`src/rtl/phy_pkg.sv`:
```
// Shared 802.11a PHY definitions: modulation types, RATE decode, subcarrier count
// and the Gray-coded constellation level tables.
package phy_pkg;

  localparam int unsigned PHY_NSD = 48;

  typedef enum logic [1:0] {
    ModBpsk,
    ModQpsk,
    Mod16Qam,
    Mod64Qam
  } mod_e;

  localparam logic signed [3:0] LVL_P1 = 4'sb0001;
  localparam logic signed [3:0] LVL_M1 = 4'sb1111;

  // Indexed by the Gray bits in arrival order, earliest bit as MSB.
  localparam logic signed [3:0] GRAY16_LUT [4] = '{-4'sd3, -4'sd1, 4'sd3, 4'sd1};
  localparam logic signed [3:0] GRAY64_LUT [8] = '{-4'sd7, -4'sd5, -4'sd1, -4'sd3,
                                                    4'sd7,  4'sd5,  4'sd1,  4'sd3};

  function automatic mod_e rate_to_mod(input logic [3:0] rate);
    case (rate)
      4'b1011, 4'b1111: rate_to_mod = ModBpsk;
      4'b1010, 4'b1110: rate_to_mod = ModQpsk;
      4'b1001, 4'b1101: rate_to_mod = Mod16Qam;
      4'b1000, 4'b1100: rate_to_mod = Mod64Qam;
      default:          rate_to_mod = ModBpsk;
    endcase
  endfunction

  function automatic logic [2:0] mod_nbpsc(input mod_e m);
    case (m)
      ModQpsk:  mod_nbpsc = 3'd2;
      Mod16Qam: mod_nbpsc = 3'd4;
      Mod64Qam: mod_nbpsc = 3'd6;
      default:  mod_nbpsc = 3'd1;
    endcase
  endfunction

endpackage

```
`src/rtl/gray_level_map.sv`:
```
// Maps up to three Gray-coded bits of one axis to a signed constellation level.
module gray_level_map
  import phy_pkg::*;
#(
  parameter int unsigned LEVEL_W = 4
) (
  input  mod_e                       i_mod,
  input  logic [2:0]                 i_bits,
  output logic signed [LEVEL_W-1:0]  o_level
);

  logic signed [3:0] w_lvl;

  always_comb begin
    w_lvl = '0;
    case (i_mod)
      ModBpsk, ModQpsk: w_lvl = i_bits[0] ? LVL_P1 : LVL_M1;
      Mod16Qam:         w_lvl = GRAY16_LUT[i_bits[1:0]];
      Mod64Qam:         w_lvl = GRAY64_LUT[i_bits];
      default:          w_lvl = '0;
    endcase
  end

  assign o_level = LEVEL_W'(w_lvl);

endmodule

```
`src/rtl/symbol_mapper.sv`:
```
// 802.11a constellation mapper: gathers serial interleaved bits into N_BPSC groups
// and emits one registered I/Q pair per data subcarrier.
module symbol_mapper
  import phy_pkg::*;
#(
  parameter int unsigned NSD     = PHY_NSD,
  parameter int unsigned LEVEL_W = 4
) (
  input  logic                       clock,
  input  logic                       reset,
  input  logic                       start,
  input  logic [3:0]                 Rate,
  input  logic                       inputData,
  input  logic                       inputValid,
  output logic signed [LEVEL_W-1:0]  I_out,
  output logic signed [LEVEL_W-1:0]  Q_out,
  output logic                       outputValid,
  output logic [5:0]                 carrierIndex,
  output logic                       symbolEnd
);

  typedef enum logic {StIdle, StMap} state_e;

  state_e      r_state;
  mod_e        r_mod;
  logic [2:0]  r_bitcnt;
  logic [5:0]  r_group;
  logic [5:0]  r_carrier;

  logic [5:0]  w_group;
  logic [2:0]  w_nbpsc;
  logic        w_last;
  logic [2:0]  w_i_bits;
  logic [2:0]  w_q_bits;
  logic signed [LEVEL_W-1:0] w_i_level;
  logic signed [LEVEL_W-1:0] w_q_level;

  // Group as it will be once the current bit lands; lets the last bit map with no extra cycle.
  always_comb begin
    w_group           = r_group;
    w_group[r_bitcnt] = inputData;
  end

  assign w_nbpsc = mod_nbpsc(r_mod);
  assign w_last  = (r_bitcnt == w_nbpsc - 3'd1);

  always_comb begin
    w_i_bits = '0;
    w_q_bits = '0;
    case (r_mod)
      ModQpsk: begin
        w_i_bits = {2'b00, w_group[0]};
        w_q_bits = {2'b00, w_group[1]};
      end
      Mod16Qam: begin
        w_i_bits = {1'b0, w_group[0], w_group[1]};
        w_q_bits = {1'b0, w_group[2], w_group[3]};
      end
      Mod64Qam: begin
        w_i_bits = {w_group[0], w_group[1], w_group[2]};
        w_q_bits = {w_group[3], w_group[4], w_group[5]};
      end
      default: w_i_bits = {2'b00, w_group[0]};
    endcase
  end

  gray_level_map #(.LEVEL_W(LEVEL_W)) u_map_i (
    .i_mod   (r_mod),
    .i_bits  (w_i_bits),
    .o_level (w_i_level)
  );

  gray_level_map #(.LEVEL_W(LEVEL_W)) u_map_q (
    .i_mod   (r_mod),
    .i_bits  (w_q_bits),
    .o_level (w_q_level)
  );

  always_ff @(posedge clock) begin
    if (!reset) begin
      r_state      <= StIdle;
      r_mod        <= ModBpsk;
      r_bitcnt     <= '0;
      r_group      <= '0;
      r_carrier    <= '0;
      I_out        <= '0;
      Q_out        <= '0;
      outputValid  <= 1'b0;
      carrierIndex <= '0;
      symbolEnd    <= 1'b0;
    end else begin
      outputValid <= 1'b0;
      symbolEnd   <= 1'b0;
      if (start) begin
        r_state      <= StMap;
        r_mod        <= rate_to_mod(Rate);
        r_bitcnt     <= '0;
        r_group      <= '0;
        r_carrier    <= '0;
        carrierIndex <= '0;
      end else if (r_state == StMap && inputValid) begin
        if (w_last) begin
          r_bitcnt     <= '0;
          r_group      <= '0;
          I_out        <= w_i_level;
          Q_out        <= (r_mod == ModBpsk) ? '0 : w_q_level;
          outputValid  <= 1'b1;
          carrierIndex <= r_carrier;
          symbolEnd    <= (r_carrier == 6'(NSD - 1));
          r_carrier    <= (r_carrier == 6'(NSD - 1)) ? '0 : r_carrier + 6'd1;
        end else begin
          r_bitcnt <= r_bitcnt + 3'd1;
          r_group  <= w_group;
        end
      end
    end
  end

endmodule

```
`config.mk`:
```
export PLATFORM = sky130hd
export DESIGN_NAME = symbol_mapper
export DESIGN_NICKNAME = d
export VERILOG_FILES = /design/src/rtl/phy_pkg.sv /design/src/rtl/gray_level_map.sv /design/src/rtl/symbol_mapper.sv
export SDC_FILE = /design/constraint.sdc
export NUM_CORES = 1
export LEC_CHECK = 0
export ABC_AREA = 1
export CORE_MARGIN = 4
export CORE_UTILIZATION = 59
export DETAILED_ROUTE_END_ITERATION = 10
export PLACE_DENSITY = 0.85
export SLEW_MARGIN = 10
export SYNTH_ARGS = -nofsm -noshare
export SYNTH_HDL_FRONTEND = slang
export SYNTH_HIERARCHICAL = 1
export SYNTH_SLANG_ARGS = --single-unit
```
`constraint.sdc`:
```
create_clock -name clock -period 3.2 [get_ports clock]
set_input_delay 0.64 -clock clock [delete_from_list [all_inputs] [get_ports clock]]
set_output_delay 0.64 -clock clock [all_outputs]
set_load 0.05 [all_outputs]
```
After elaboration in Yosys (flattened, before gate mapping). Memory sizes are Yosys's and may differ from the RTL's. A register that Yosys moved wholly into a read port is not among the register bits. Cells that the tools add are included.

Register bits: 32. ROM bits: 96. Input port bits: 9. Output and inout port bits: 16. Logic and storage cells: 69. Memories kept: 3.

Memory list: (name not given) (depth 8, bits a word 4, rd ports 1, clocked after Yosys merged registers in 0, wr ports 0, line gray_level_map.sv:19) `Mod64Qam: w_lvl = GRAY64_LUT[i_bits];`; (name not given) (depth 8, bits a word 4, rd ports 1, clocked after Yosys merged registers in 0, wr ports 0, line gray_level_map.sv:19); (name not given) (depth 16, bits a word 2, rd ports 1, clocked after Yosys merged registers in 1, wr ports 0, line phy_pkg.sv:23) `case (rate)`.

Add/sub/neg operators: 3. $lt $le $gt $ge: 6. Eq/ne operators: 5. Muxes and demuxes: 25. Bitwise operators: 8. Reduce and logical (&&, ||, !) cells: 10.

Operators with widths (count): 2-to-1 mux 4 bit (11); case mux 4 bit (3 select lines) (2); case mux 3 bit (3 select lines) (2); binary-select mux 4 bit (select 2 bit) (2); 2-to-1 mux 6 bit (2); >= comparator 4 bit (second input constant) (2); inverter 3 -> 4 bit (2); adder 6 x 1 -> 6 bit (second input constant) (1); bitwise mux 6 bit (1); equality test 6 bit (second input constant) (1); >= comparator 3 bit (second input constant) (2); inverter 2 -> 3 bit (2); case mux 3 bit (2 select lines) (1); equality test 2 bit (second input constant) (2); < comparator 3 x 4 -> 1 bit (second input constant) (1); inverter 1 bit (4); OR reduction 2 bit (2); OR reduction 4 bit (1); adder 3 x 1 -> 3 bit (second input constant) (1); demux 1 bit (select 3 bit) (1); equality test 3 bit (1); >= comparator 3 x 1 -> 1 bit (second input constant) (1); 2-to-1 mux 3 bit (1); AND reduction 3 bit (1); other kinds (8) (10).

Longest topological paths before layout. Gate-level depths: netlist (run 1).

Depth after elaboration: 12. Mapped depth: 17. Gate-level depth less buffers: 16.

By module. The synthesis (run 1) kept the hierarchy.

Modules (own cells, without submodules): symbol_mapper (times used 1, cells each 251, area each 1709.1 sq um); gray_level_map (times used 2, cells each 20, area each 88.8 sq um).

Worst setup path before layout (run 1). Ideal clock, no wire load.

Path type: input port to flip-flop. From: input port inputData. To: register Q_out[3]. Setup time: 0.113 ns. Arrival: 1.732 ns. Required time: 3.087 ns. Slack: 1.355 ns. Cell stages on the path: 13. Path buffers: 0. Path through: inv_1 > nand4_1 > o21ai_0 > o21ai_0 > inv_1 > nand2_1 > o21ai_0 > nand2_1 > o21ai_0 > inv_1 > nor2_1 > nor2_1 > nor2_1.

Cells in the longest elaborated chain, start to end: 8. Elaborated cells between the ends (all ways): 13.

Ends and longest elaborated chain: start, declared (line symbol_mapper.sv:13) `input logic inputData,`; bitwise mux 6 bit * (line symbol_mapper.sv:41) `w_group[r_bitcnt] = inputData;`; case mux 3 bit (3 select lines) * (line symbol_mapper.sv:50) `case (r_mod)`; via w_q_bits[1] (line symbol_mapper.sv:34) `logic [2:0] w_q_bits;`; inverter 3 -> 4 bit (not written as such) or inverter 2 -> 3 bit (tied branches) (line gray_level_map.sv:19, gray_level_map.sv:18); memory read (8 x 4 bit) or binary-select mux 4 bit (select 2 bit) (tied branches); 2-to-1 mux 4 bit, on equally long branches (2 in series) (line gray_level_map.sv:19, gray_level_map.sv:18); case mux 4 bit (3 select lines) * (line gray_level_map.sv:16) `case (i_mod)`; via w_q_level[3] (line symbol_mapper.sv:36) `logic signed [LEVEL_W-1:0] w_q_level;`; 2-to-1 mux 4 bit * (line symbol_mapper.sv:106) `Q_out <= (r_mod == ModBpsk) ? '0 : w_q_level;`; end signal, assigned (line symbol_mapper.sv:106); end, declared (line symbol_mapper.sv:16) `output logic signed [LEVEL_W-1:0] Q_out,`.

Mark *: on every way through the listed nets, which the timed path passes. The rest lies on a longest branch. The select of a mux whose other input is x is not followed. A chain may end at the register's enable or synchronous reset.

Worst setup path after layout (run 1).
From: input port inputData. To: register Q_out[1].

The elaborated chain is that of the path after synthesis.

==> results of run 1 <==
-- power groups by stage --
| stage | logic, mW | registers [mW] | clock network [mW] |
|---|---|---|---|
| finish | 0.121 | 0.441 | 0.217 |
| global route | 0.136 | 0.443 | 0.242 |
| CTS | 0.121 | 0.441 | 0.223 |
| detailed placement | 0.120 | 0.451 | 0 |
| global placement | 0.120 | 0.451 | 0 |
| floorplan | 0.0750 | 0.468 | 0 |
-- worst register-to-register path: stages (launching register included) --
cell and delay [ps]:
dfxtp_1 410, inv_2 130, nand3_1 100, o21ai_0 320, nand2_1 80, o21ai_0 180
inv_1 100, nand3_1 100, nand3_1 70, nand2_1 60, nand2_1 50, inv_1 40
inv_1 30, nor2_1 90, nor2_1 50, nor2_1 110
-- state kept, by name, indices dropped and copies added (netlist names), 2 cells and up --
| register | flops |
|---|---|
| carrierIndex | 6 |
| r_carrier | 6 |
| r_group | 6 |
| I_out | 4 |
| Q_out | 4 |
| r_bitcnt | 3 |
| r_mod | 2 |
-- layer usage --
layer	GRT usage	vias to the layer above
li1	-	959
met1	0.2465	740
met2	0.3015	34
met3	0.04159	7
met4	0.08707	0
met5	0	-
-- cell families (layout without fill, tap and decap cells) --
logic type / Yosys count / in the layout
flip-flops: 34 / 34
AO/OA/AOI/OAI: 38 / 38
AND/OR/NAND/NOR: 166 / 166
other: 2 / 2
adder cells (fa/ha/maj): 2 / 2
XOR/XNOR: 1 / 1
buffers and inverters: 48 / 70
-- synth_stat cells (all sizes together) (2+ instances only) --
master,instances
a21oi,12
buf,8
conb,2
dfxtp,34
ha,2
inv,39
nand2,88
nand3,19
nand4,5
nor2,47
nor3,4
o211ai,2
o21ai,20
o32ai,2
or2,2
-- layout make-up --
| cell class | count | area [um^2] |
|---|---|---|
| clock buffers | 5 | 37.54 |
| clock inverters | 2 | 10.01 |
| fillers | 272 | 895.9 |
| inverters | 39 | 146.4 |
| multi-input cells | 209 | 989.7 |
| flip-flops and latches | 34 | 680.7 |
| well taps | 44 | 55.05 |
| repair buffers | 24 | 237.7 |
-- through the flow --
stage / hold WS (ps) / total power [mW] / std cells / setup WS [ps] / instance area (um^2)
after global routing: 503.9 / 0.8206 / 357 / 701.8 / 2157
after detailed placement: 464.3 / 0.5710 / 350 / 642.0 / 2110
after global placement: 452.2 / 0.5703 / 350 / 672.4 / 2110
final: 477.7 / 0.7787 / 357 / 971.5 / 2157
after CTS: 480.4 / 0.7851 / 357 / 974.7 / 2157
after floorplan: 433.9 / 0.5430 / 291 / 1355 / 1887
-- path summary, 6_finish.rpt --
kind                                      start              end  slack [ps]  depth (start not counted)
worst max-delay path                  inputData         Q_out[1]         970                         15
worst min-delay path            carrierIndex[2]  carrierIndex[2]         480                          2
worst max register to register      r_bitcnt[0]         Q_out[1]        1200                         15
worst min register to register  carrierIndex[2]  carrierIndex[2]         480                          2
==> results.toml, run 1 <==
[run_status]
outcome = "finished clean"

[drt]
wl_um = 3613
drc = 0
post_drt_wl_per_cell_um = 10.12
final_antenna_net_count = 0
first_pass_iters = 5
drt_iter0_drc = 83
vias_per_cell = 4.874
wl_met3_um = 140
vias = 1740
routed.top_layer = "met4"
wl_met2_um = 1610
drt-met1-wl_um = 1796

[yosys]
synthAdderAreaFrac = 0.01326
yosys_warnings = 6
ys_types = 30
ys.flop_type = "dfxtp_1"
synthMuxAreaShare = 0
async_reset_ff_frac = 0
synth_area_leaders = "dfxtp_1 (36%), nand2_1 (16%), nor2_1 (8.4%), inv_1 (6.4%), o21ai_0 (4.8%)"
syn-instance-count = 291
synth_area_leader_cell = "dfxtp_1"
syn_area_mm2 = 0.001887
synth.yosys.seq_area_share = 0.3607
synth.top_cell.area_share = 0.3607
synth_xor_area_frac = 0.004642
synth-edff-count = 0
syn-num-nets = 302
synth.avg_cell_area_um2 = 6.484
synthSimpleGateAreaFrac = 0.3939
synth_compound_area_frac = 0.1088
ys_ff_latch = 34
synth_top_family_by_area = "simple AND/OR/NAND/NOR gates"

[global_routing]
grt_max_degree = 19
grt_overflow = 0
grt_pass1_vias = 1471
grtUsageTotal = 0.1903
grt_pass1_wl_um = 6258
grt_antenna_before_repair = 0

[layout]
final_layout_size_suffix_gt1_frac = 0.1086
syn_to_final_growth_pct = 14.32
nets = 324
antenna_cells = 0
fin_util = 0.7066
final_common_cell = "nand2_1"
layout_common_cells = "nand2_1 (78), nor2_1 (42), dfxtp_1 (34)"

[sta]
fmax_mhz = 448.7
slew_headroom = 0.6649
drv_slew = 0
report.final.hold_viol_count = 0
rsz0062_at_grt = "false"
finalSetupViolations = 0
fin_tns_setup_ps = 0
worst_slew_pin_slew_ps = 501.1
fin_crit_sh = 0.6964
fin_worst_skew_ps = 10.09
period_minus_slack_ps = 2228

[die]
die_w_um = 64.55
die_h_um = 64.55
die_area_mm2 = 0.004167
ioPinCount = 25
start_util = 0.6180
placementRows = 20
core_area_mm2 = 0.003053

[pwr]
intPower_mw = 0.5539
pwr-share-seq = 0.566
p_leak_nw = 0.9527
power.switching_mw = 0.2248
power.density_mw_per_mm2 = 361.0
peakVddDrop_mv = 0.2400
clkPwrFrac = 0.278
pwr-share-comb = 0.155
switching_share = 0.2887

[flow_run]
drv_cap = 0

[cts]
cts_max_level = 2
cts.sinks = 34
cts.reportedPaths.clkPinSlew_ps = 100
clk_latency_ps = 340
cts_tree = "yes"
cts_buffer_depth = 2
cts_resized = 0
cts_made_buffers = 5
ctsHoldBuffers = 0
cts_setup_buffers = 0
root_buffer = "clkbuf_4"

[placement]
port_buffers = 23
dp_hpwl_um = 2631
globalplace.congestion = 0.8221

[critical_path]
path_class = "input port to flip-flop"
cp_slowest_stage_delay_ps = 470
crit_chain = "clkdlybuf4s50_1 > inv_1 > o21ai_0 > nand2_1 > o21ai_0 > inv_1 > nand3_1 > nand3_1 > nand2_1 > nand2_1 > inv_1 > inv_1 > nor2_1 > nor2_1 > nor2_1"
crit_fanout = 5
crit_buf_inv = 5
cpMaxStageDelayCell = "clkdlybuf4s50_1"
endpoint_kind = "flip-flop"
path_common_cell = "inv_1"
cp-start-kind = "input port"
critPathTopFamily = "buffers and inverters"
required_ps = 3470
critPathArrivalTime_ps = 2500

[worst_hold_path]
hold_class = "flip-flop to flip-flop"
(Power assumes the default switching activity.)
==> inputs of run 2 (changes only) <==
--- a/config.mk
+++ b/config.mk
@@ -7,9 +7,9 @@
 export LEC_CHECK = 0
 export ABC_AREA = 1
 export CORE_MARGIN = 4
-export CORE_UTILIZATION = 59
+export CORE_UTILIZATION = 49
 export DETAILED_ROUTE_END_ITERATION = 10
-export PLACE_DENSITY = 0.85
+export PLACE_DENSITY = 0.75
 export SLEW_MARGIN = 10
 export SYNTH_ARGS = -nofsm -noshare
 export SYNTH_HDL_FRONTEND = slang
==> constraint.sdc (replaced) <==
create_clock -name clock -period 1.9 [get_ports clock]
set_input_delay 0.38 -clock clock [delete_from_list [all_inputs] [get_ports clock]]
set_output_delay 0.38 -clock clock [all_outputs]
set_load 0.05 [all_outputs]
==> results.toml, run 2 (synthesized netlist as in run 1, its figures left out) <==
[sta]
drv_slew = 0
fin_crit_sh = 0.9579
finalSetupViolations = 0
worst_slew_pin_slew_ps = 508.9
report.final.hold_viol_count = 0
fin_worst_skew_ps = 4.862
slew_headroom = 0.6596
period_minus_slack_ps = 1820
finalWorstSetupSlack_ps = 79.98
holdWs_ps = 467.2
fmax_mhz = 549.4

[layout]
nets = 344
multi_input_area_mm2 = 0.001018
final_common_cell = "nand2_1"
final_layout_size_suffix_gt1_frac = 0.1976
antenna_cells = 0
final_area_mm2 = 0.002397
syn_to_final_growth_pct = 27.06
reg_top3 = "carrierIndex: 6 flops, r_carrier: 6 flops, r_group: 6 flops"
layout_common_cells = "nand2_1 (78), nor2_1 (40), dfxtp_1 (31), inv_1 (31), clkdlybuf4s50_1 (22)"
num-fill-cells = 342
regArea_um2 = 686.9

[global_routing]
grt_util_met3 = 0.05899
grt_antenna_before_repair = 0
grtUsageTotal = 0.1739
grt_overflow = 0
grt_pass1_vias = 1679
met1_usage = 0.2083
grt_pass1_wl_um = 6934
grt_busiest_layer = "met2"
grt.met2_usage = 0.2896
grt_max_degree = 17

[critical_path]
path_class = "flip-flop to primary output"
crit_chain = "clkdlybuf4s50_1"
critPathArrivalTime_ps = 1440
endpoint_kind = "primary output"
crit_buf_inv = 1
required_ps = 1520
cp-start-kind = "flip-flop"
critPathTopFamily = "buffers and inverters"
cp_slowest_stage_delay_ps = 800
r2r_start = "r_bitcnt[2]"
crit_fanout = 2
cpMaxStageDelayCell = "clkdlybuf4s50_1"
critPathLaunch = "carrierIndex[2]"

[placement]
globalplace.congestion = 0.8805
pre_cts_ws_ps = -308.5
port_buffers = 23
place_area_mm2 = 0.002250
dp_hpwl_um = 2896

[cts]
cts_tree = "yes"
ctsHoldBuffers = 0
cts_made_buffers = 5
root_buffer = "clkbuf_8"
cts.sinks = 34
cts_max_level = 2
cts_buffer_depth = 2
clk_latency_ps = 290
cts.reportedPaths.clkPinSlew_ps = 70

[flow_run]
drv_cap = 0

[die]
die_w_um = 70.06
placementRows = 22
die_h_um = 70.06
ioPinCount = 25
start_util = 0.5115
core_area_mm2 = 0.003689
die_area_mm2 = 0.004908

[drt]
final_antenna_net_count = 0
first_pass_iters = 5
drt_iter0_drc = 92
vias = 1860
drc = 0
wl_um = 4018
vias_per_cell = 4.869
post_drt_wl_per_cell_um = 10.52

[pwr]
finalPower_mw = 1.535
peakVddDrop_mv = 0.4247
power.density_mw_per_mm2 = 640.2
p_leak_nw = 1.088

[worst_hold_path]
hold_class = "flip-flop to flip-flop"
min_from = "carrierIndex[0]"

[run_status]
outcome = "finished clean"
==> run 2: report_power, final <==
part | leakage (nW) | internal [mW] | switching [mW]
clock | 0.0472 | 0.291 | 0.272
combinational | 0.764 | 0.0880 | 0.142
sequential | 0.277 | 0.729 | 0.0129
total | 1.09 | 1.11 | 0.427
==> run 2: cell type report <==
class	instances	share of cell area
well taps	48	0.02505
clock buffers	6	0.03445
repair buffers	44	0.1628
multi-input cells	209	0.4248
flip-flops and latches	34	0.2865
inverters	39	0.06106
clock inverters	2	0.005219
==> run 2: routing by layer <==
| metal | vias to the layer above | routed length, um |
|---|---|---|
| li1 | 995 | - |
| met4 | 0 | 46 |
| met3 | 4 | 179 |
| met1 | 824 | 1911 |
| met5 | - | 0 |
| met2 | 37 | 1881 |
==> run 2: through the flow <==
stage                     utilization  cells  setup TNS (ps)
after global placement         0.6099    372           -1482
after floorplan                     -    291               0
after global routing           0.6499    382          -19.24
after CTS                      0.6374    380          -1.066
final                          0.6499    382               0
after detailed placement       0.6099    372           -1631
==> run 2: repair_timing <==
item | 4_1_cts | 5_1_grt
resized for setup | 5 | 14
setup buffers | 0 | 2
pin swaps | 1 | 3
endpoints found under the setup margin | 3 | 6
==> run 2: final timing paths <==
| kind | end | slack [ps] | cells past startpoint |
|---|---|---|---|
| hold reg to reg | carrierIndex[0] | 470 | 2 |
| hold / removal | carrierIndex[0] | 470 | 2 |
| setup reg to reg | Q_out[1] | 140 | 14 |
| setup / recovery | carrierIndex[2] | 80 | 1 |
==> inputs of run 3 (changes only) <==
==> constraint.sdc (replaced) <==
create_clock -name clock -period 1.6 [get_ports clock]
set_input_delay 0.32 -clock clock [delete_from_list [all_inputs] [get_ports clock]]
set_output_delay 0.32 -clock clock [all_outputs]
set_load 0.05 [all_outputs]
==> results.toml, run 3 (synthesized netlist as in run 1, its figures left out) <==
[drt]
drc = 0
final_antenna_net_count = 0
wl_met3_um = 172
post_drt_wl_per_cell_um = 11.38
first_pass_iters = 4
drt-met1-wl_um = 2156
wl_um = 4472
vias_per_cell = 4.852
routed.top_layer = "met4"
wl_met2_um = 2093
drt_iter0_drc = 87
vias = 1907

[layout]
final_cell_count_no_fill = 393
syn_to_final_growth_pct = 35.54
final_common_cell = "nand2_1"
nets = 355
final_area_mm2 = 0.002557
antenna_cells = 0
layout_common_cells = "nand2_1 (75), buf_4 (47), nor2_1 (37)"
num-fill-cells = 320
final_layout_size_suffix_gt1_frac = 0.3188
reg_top3 = "carrierIndex: 6 flops, r_carrier: 6 flops, r_group: 6 flops"

[sta]
period_minus_slack_ps = 1657
fmax_mhz = 603.4
report.final.hold_viol_count = 0
fin_worst_skew_ps = 4.048
finalSetupViolations = 6
fin_crit_sh = 1.036
drv_slew = 0
finalWorstSetupSlack_ps = -57.29
rsz0062_at_grt = "true"

[global_routing]
grt_pass1_wl_um = 7590
grt_max_degree = 17
grt_pass1_vias = 1732
grt_overflow = 0
grtUsageTotal = 0.1875
grt_antenna_before_repair = 0

[critical_path]
required_ps = 1790
r2r_slack_ps = -60
endpoint_kind = "flip-flop"
timing.rr.end = "I_out[1]"
path_class = "flip-flop to flip-flop"
critPathArrivalTime_ps = 1850
crit_fanout = 5
r2r_start = "r_bitcnt[1]"
cp-start-kind = "flip-flop"
reg2regPathDepth = 12

[placement]
port_buffers = 23
place_area_mm2 = 0.002293
dp.cells = 382
globalplace.congestion = 0.8614
pre_cts_ws_ps = -468.4
dp_hpwl_um = 3166

[worst_hold_path]
hold_end = "carrierIndex[0]"
min_from = "carrierIndex[0]"
hold_depth = 2
hold_class = "flip-flop to flip-flop"

[cts]
cts_made_buffers = 5
root_buffer = "clkbuf_8"
cts_tree = "yes"
cts_max_level = 2
cts.sinks = 34
cts_buffer_depth = 2
clk_latency_ps = 290
cts.reportedPaths.clkPinSlew_ps = 70

[pwr]
clkPwrFrac = 0.400
power.switching_mw = 0.5322
finalPower_mw = 1.981
switching_share = 0.2686
intPower_mw = 1.449
power.density_mw_per_mm2 = 774.6
pwr-share-comb = 0.156
pwr-share-seq = 0.444
peakVddDrop_mv = 0.4662
p_leak_nw = 1.171

[run_status]
outcome = "complete, but fails checks"
violations = "setup timing"

[die]
start_util = 0.5115
core_area_mm2 = 0.003689
die_w_um = 70.06
die_h_um = 70.06
ioPinCount = 25
die_area_mm2 = 0.004908
placementRows = 22

[flow_run]
drv_cap = 0
## run 3: what timing repair did
action | in CTS | in global routing
gates resized for setup | 28 | 14
setup endpoints to repair | 6 | 26
buffers inserted | 1 | 2
pin swaps | 28 | 10
gates cloned | 0 | 0
hold buffers | 0 | 0
## run 3: final cells by class
class,count,area [um^2],share of cell area
Multi-Input combinational cell,209,1110,0.4340
Clock inverter,3,45.04,0.01761
Timing Repair Buffer,55,432.9,0.1693
Inverter,39,146.4,0.05724
Clock buffer,5,68.82,0.02691
Tap cell,48,60.06,0.02348
Sequential cell,34,694.4,0.2715
## run 3: worst max path at each step
stage                      startpoint  endpoint  depth (start not counted)
after floorplan           r_bitcnt[0]  I_out[3]                         10
after global placement      inputData  Q_out[2]                         12
after detailed placement    inputData  Q_out[3]                         12
after CTS                 r_bitcnt[2]  Q_out[3]                         12
after global routing      r_bitcnt[1]  I_out[1]                         12
final                     r_bitcnt[1]  I_out[1]                         12
## run 3: worst max-delay path: stages, from the launching register on
cell and delay, ps:
dfxtp_4 370, nor2_4 150, nand2_1 130, a21oi_4 240
o22ai_2 120, inv_1 90, nand3_1 90, nand3_1 80
nand2_1 50, nand2_1 60, inv_1 30, nor2_1 90
nor2_1 50
## run 3: power groups by stage
stage	logic [mW]	clock network, mW	registers (mW)
final	0.310	0.792	0.880
after global routing	0.340	0.843	0.882
after CTS	0.293	0.808	0.878
after detailed placement	0.282	0	0.901
after global placement	0.280	0	0.900
after floorplan	0.152	0	0.937
## run 3: routing by layer
metal	GRT usage	up-vias
met5	0	-
met4	0.05745	0
met3	0.03885	7
met2	0.3242	24
met1	0.2324	857
li1	-	1019
## run 3: through the flow
stage | utilization | TNS [ps] | hold WS (ps)
2_1_floorplan | - | 0 | 429.8
3_3_place_gp | 0.6218 | -5049 | 449.4
3_5_place_dp | 0.6218 | -5324 | 451.5
4_1_cts | 0.6744 | -39.98 | 463.9
5_1_grt | 0.6934 | -1057 | 495.3
6_report | 0.6934 | -262.8 | 465.2
==> patch 1, RTL diff (config.mk and constraints of run 3) <==
`LEVEL_W` is set to 4 in 2 places; all go to 6.
--- a/src/rtl/gray_level_map.sv
+++ b/src/rtl/gray_level_map.sv
@@ -3,5 +3,5 @@
   import phy_pkg::*;
 #(
-  parameter int unsigned LEVEL_W = 4
+  parameter int unsigned LEVEL_W = 6
 ) (
   input  mod_e                       i_mod,
--- a/src/rtl/symbol_mapper.sv
+++ b/src/rtl/symbol_mapper.sv
@@ -5,5 +5,5 @@
 #(
   parameter int unsigned NSD     = PHY_NSD,
-  parameter int unsigned LEVEL_W = 4
+  parameter int unsigned LEVEL_W = 6
 ) (
   input  logic                       clock,
Interface: changed (resized I_out and Q_out); port bits go from 25 to 29. The function was not compared with the original's and may differ.
==> patch 1 against run 3 <==
The run still ends with setup timing left. Routed wire length is 2.1% higher. Sequential cell count grew 4. Area after synthesis increased by 6.9%. Worst setup slack got worse by 0.0023 ns. Cell area rose by 9.0%. Total power is 7.6% higher. Combinational power is 15% higher. Die area increased by 6.1%. Worst hold slack worse by 0.017 ns.
==> patch 1: results (changes against run 3) <==
grt:
  grt.met2_usage_pct: 33.6  # +1.1 points
  gr-usage-met1_pct: 23.9  # +0.66 points
  first_global_vias: 1997  # +15%
  grt_pass1_wl_mm: 8.20  # +8.0%
synth:
  ys_ff_latch: 38  # +12%
  seq_area_frac_synth_pct: 37.7  # +1.6 points
  synth.distinct_cells: 24  # -20%
  synth.top_cells.by_count: "nand2_1 (101), nor2_1 (51), inv_1 (48)"
  synth_nets: 338  # +12%
  synth_cells: 327  # +12%
  synth_compound_area_share_pct: 9.62  # -1.3 points
  yosys.area_share.xor_xnor_pct: 0.868  # +0.40 points
  synth.area.top_cells: "dfxtp_1 (38%), nand2_1 (19%), nor2_1 (9.5%), inv_1 (8.9%), nand3_1 (6.0%)"
final_layout:
  multi_input_area_share_pct: 40.6  # -2.8 points
  n_all_buffers: 67  # +22%
  nNetsFinal: 400  # +13%
  layout-drive-gt1-share_pct: 25.9  # -6.0 points
  clkCellAreaFrac_pct: 3.82  # -0.64 points
  seq_share_pct: 27.8  # +0.69 points
  syn2layout_area_growth_pct: 38.2
  nonClkBufAreaFrac_pct: 18.8  # +1.8 points
  multi_input_cells: 229  # +9.6%
  fillCellCount: 343  # +7.2%
  layout.cells.non_filler: 440  # +12%
power:
  pg_comb_w: 0.000355  # +15%
  p_leak_nw: 1.32  # +13%
  cellInternalPower_w: 0.00157  # +8.6%
  combPwrFrac_pct: 16.7  # +1.1 points
timing:
  fin_skew_ns: 0.00331  # -0.000737 ns
  setup_tns_ns: -0.304  # -0.0415 ns
  holdWs_ns: 0.449  # -0.0167 ns
  setup_viol: 9  # +3
  setup_slack_ns: -0.0596  # -0.00235 ns
setup_path:
  worstPathMaxFanout: 6  # +1
  arrival_ns: 1.89  # +0.04 ns
  rr_worst_depth: 14  # +2
  r2r_start: "r_bitcnt[2]"
status:
  status: "finished with violations"
  violations: "setup timing"
placed_design:
  place.gp.congestion: 0.885  # +2.8%
  dp.cells: 429  # +12%
  postPlaceCellArea_um2: 2570  # +12%
  dp_slack_ns: -0.426  # +0.0427 ns
  io_buffers: 27  # +17%
  dpl.hpwl_mm: 3.37  # +6.5%
detailed_routing:
  met2_length_mm: 2.18  # +4.3%
  drt_wl_total_mm: 4.57  # +2.1%
  dr_total_vias: 2078  # +9.0%
  drt_iter0_drc: 62  # -29%
  wl_met1_mm: 2.12  # -1.5%
clock_network:
  cts_resized: 10  # -64%
floorplanning:
  rows: 23  # +4.5%
min_path:
  hold_start: "carrierIndex[5]"
## patch 1: cell count changes in the layout (fill, tap and decap cells not counted), moves of 5 or more
cell            run 3  this run
buf_4              47        59
dfxtp_1            29        34
inv_1              29        44
inv_2              10         2
nand2_1            75        96
nand2_2            11         4
nand3_1            14        21
nor2_1             37        46
## patch 1: how the worst max path moves through the flow
| stage | start | endpoint | slack, ns | cells after the start |
|---|---|---|---|---|
| global placement | inputData | Q_out[3] | -0.38 | 14 |
| detailed placement | inputData | I_out[3] | -0.43 | 12 |
| finish | r_bitcnt[2] | Q_out[3] | -0.06 | 14 |
| global route | r_bitcnt[2] | Q_out[3] | -0.25 | 14 |
| floorplan | r_bitcnt[2] | Q_out[4] | -0.05 | 16 |
| CTS | r_bitcnt[2] | Q_out[3] | -0.06 | 14 |
## patch 1: worst max-delay path, delay by kind of cell (launching register included)
family,cells,cell delay [ns]
flops,1,0.37
buf+inv,1,0.13
simple gates,10,0.79
compound gates,3,0.30
==> patch 2, RTL diff (settings of run 3) <==
Made on the original files. Register the inputs `start`, `Rate`, `inputData` and `inputValid` before use, cleared by the reset. The logic sees them one clock later.
--- a/src/rtl/symbol_mapper.sv
+++ b/src/rtl/symbol_mapper.sv
@@ -22,4 +22,23 @@
   typedef enum logic {StIdle, StMap} state_e;
 
+  logic start_q;
+  logic [3:0] Rate_q;
+  logic inputData_q;
+  logic inputValid_q;
+
+  always_ff @(posedge clock) begin
+    if (!reset) begin
+      start_q      <= '0;
+      Rate_q       <= '0;
+      inputData_q  <= '0;
+      inputValid_q <= '0;
+    end else begin
+      start_q      <= start;
+      Rate_q       <= Rate;
+      inputData_q  <= inputData;
+      inputValid_q <= inputValid;
+    end
+  end
+
   state_e      r_state;
   mod_e        r_mod;
@@ -39,5 +58,5 @@
   always_comb begin
     w_group           = r_group;
-    w_group[r_bitcnt] = inputData;
+    w_group[r_bitcnt] = inputData_q;
   end
 
@@ -92,12 +111,12 @@
       outputValid <= 1'b0;
       symbolEnd   <= 1'b0;
-      if (start) begin
+      if (start_q) begin
         r_state      <= StMap;
-        r_mod        <= rate_to_mod(Rate);
+        r_mod        <= rate_to_mod(Rate_q);
         r_bitcnt     <= '0;
         r_group      <= '0;
         r_carrier    <= '0;
         carrierIndex <= '0;
-      end else if (r_state == StMap && inputValid) begin
+      end else if (r_state == StMap && inputValid_q) begin
         if (w_last) begin
           r_bitcnt     <= '0;
Behaviour: not the same (a bounded check fails within 4 cycles, from zero or initial values and one cycle with reset low).
==> patch 2 against run 3 <==
The flow still finishes with violations (setup timing). Core utilization fell by 5.2 points. Sequential cell count rose by 6. Die area rose by 7.6%. Critical endpoint is now Q_out[2]. Area after synthesis up 8.6%. Total power down 4.9%. Worst hold slack worse by 0.028 ns. Cell area up 0.98%. Routed wire length decreased by 8.6%. Worst setup slack got worse by 0.0051 ns. Sequential power up 17%.
==> patch 2: results (changes against run 3) <==
synth:
  synth.top_cells.by_count: "nand2_1 (89), dfxtp_1 (40), inv_1 (39)"
  synth_cells: 307  # +5.5%
  synth.area.top_cells: "dfxtp_1 (39%), nand2_1 (16%), inv_1 (7.1%), nor2_1 (7.0%), o21ai_0 (4.4%)"
  synth_nets: 318  # +5.3%
  seq_area_frac_synth_pct: 39.1  # +3.0 points
  synthAdderAreaFrac_pct: 1.22  # -0.11 points
  yosys-mux-area-fraction_pct: 0  # unchanged
  yosys.area_share.xor_xnor_pct: 0.855  # +0.39 points
  synth_compound_area_share_pct: 9.71  # -1.2 points
final_layout:
  n_all_buffers: 41  # -25%
  fillCellCount: 375  # +17%
  nNetsFinal: 360  # +1.4%
  layout-drive-gt1-share_pct: 26.4  # -5.5 points
  nonClkBufAreaFrac_pct: 12.6  # -4.3 points
  seq_share_pct: 31.5  # +4.3 points
  inv_count: 45  # +15%
  multi_input_cells: 216  # +3.3%
  seq_cells: 40  # +18%
  multiInputGateArea_um2: 1130  # +1.9%
grt:
  grt.met2_usage_pct: 29.1  # -3.4 points
  track_usage_pct: 16.6  # -2.2 points
  first_global_vias: 1707  # -1.4%
  gr-usage-met1_pct: 19.6  # -3.6 points
  gr-usage-met3_pct: 4.68  # +0.80 points
  grt_max_degree: 15  # -2
  grt_pass1_wl_mm: 7.06  # -7.0%
min_path:
  min-delay-path-class: "reg2reg"
  hold_depth: 1  # -1
  hold_end: "r_mod[1]"
  hold_start: "Rate_q[1]"
status:
  status: "finished with violations"
  violations: "setup timing"
placed_design:
  place.gp.congestion: 0.815  # -5.4%
  dp.cells: 388  # +1.6%
  dpl.hpwl_mm: 2.95  # -7.0%
timing:
  fin_skew_ns: 0.00710  # +0.00305 ns
  holdWs_ns: 0.437  # -0.0280 ns
  setup_viol: 6  # unchanged
  setup_tns_ns: -0.251  # +0.0123 ns
  setup_slack_ns: -0.0624  # -0.00512 ns
setup_path:
  rr_worst_depth: 14  # +2
  r2r_end: "Q_out[2]"
clock_network:
  cts_resized: 17  # -39%
detailed_routing:
  wl_met1_mm: 1.87  # -13%
  dr_total_vias: 1932  # +1.3%
  drt_wl_total_mm: 4.09  # -8.6%
  met2_length_mm: 1.99  # -5.2%
  met3_length_um: 179  # +4.1%
power:
  switchingPower_w: 0.000491  # -7.7%
==> patch 2: cell count changes after synthesis, sizes merged <==
| cell | run 3 | this run |
|---|---|---|
| a21oi | 12 | 11 |
| a31oi | 1 | 0 |
| buf | 8 | 6 |
| clkinv | 0 | 1 |
| dfxtp | 34 | 40 |
| inv | 39 | 44 |
| nand2 | 88 | 100 |
| nor2 | 47 | 42 |
| nor3 | 4 | 3 |
| o21ai | 20 | 21 |
| xor2 | 1 | 2 |
==> patch 2: per-stage QoR <==
stage	power (W)	instance area [µm²]
after floorplan	0.00120	2060
after global placement	0.00126	2380
after detailed placement	0.00126	2380
after CTS	0.00190	2510
after global routing	0.00197	2580
final	0.00188	2580
==> patch 2: power by group through the flow <==
stage	clock, W	sequential [W]	combinational (W)
floorplan	0	0.00108	0.000117
global placement	0	0.00106	0.000201
detailed placement	0	0.00106	0.000203
CTS	0.000660	0.00103	0.000207
global route	0.000693	0.00103	0.000243
finish	0.000636	0.00103	0.000218
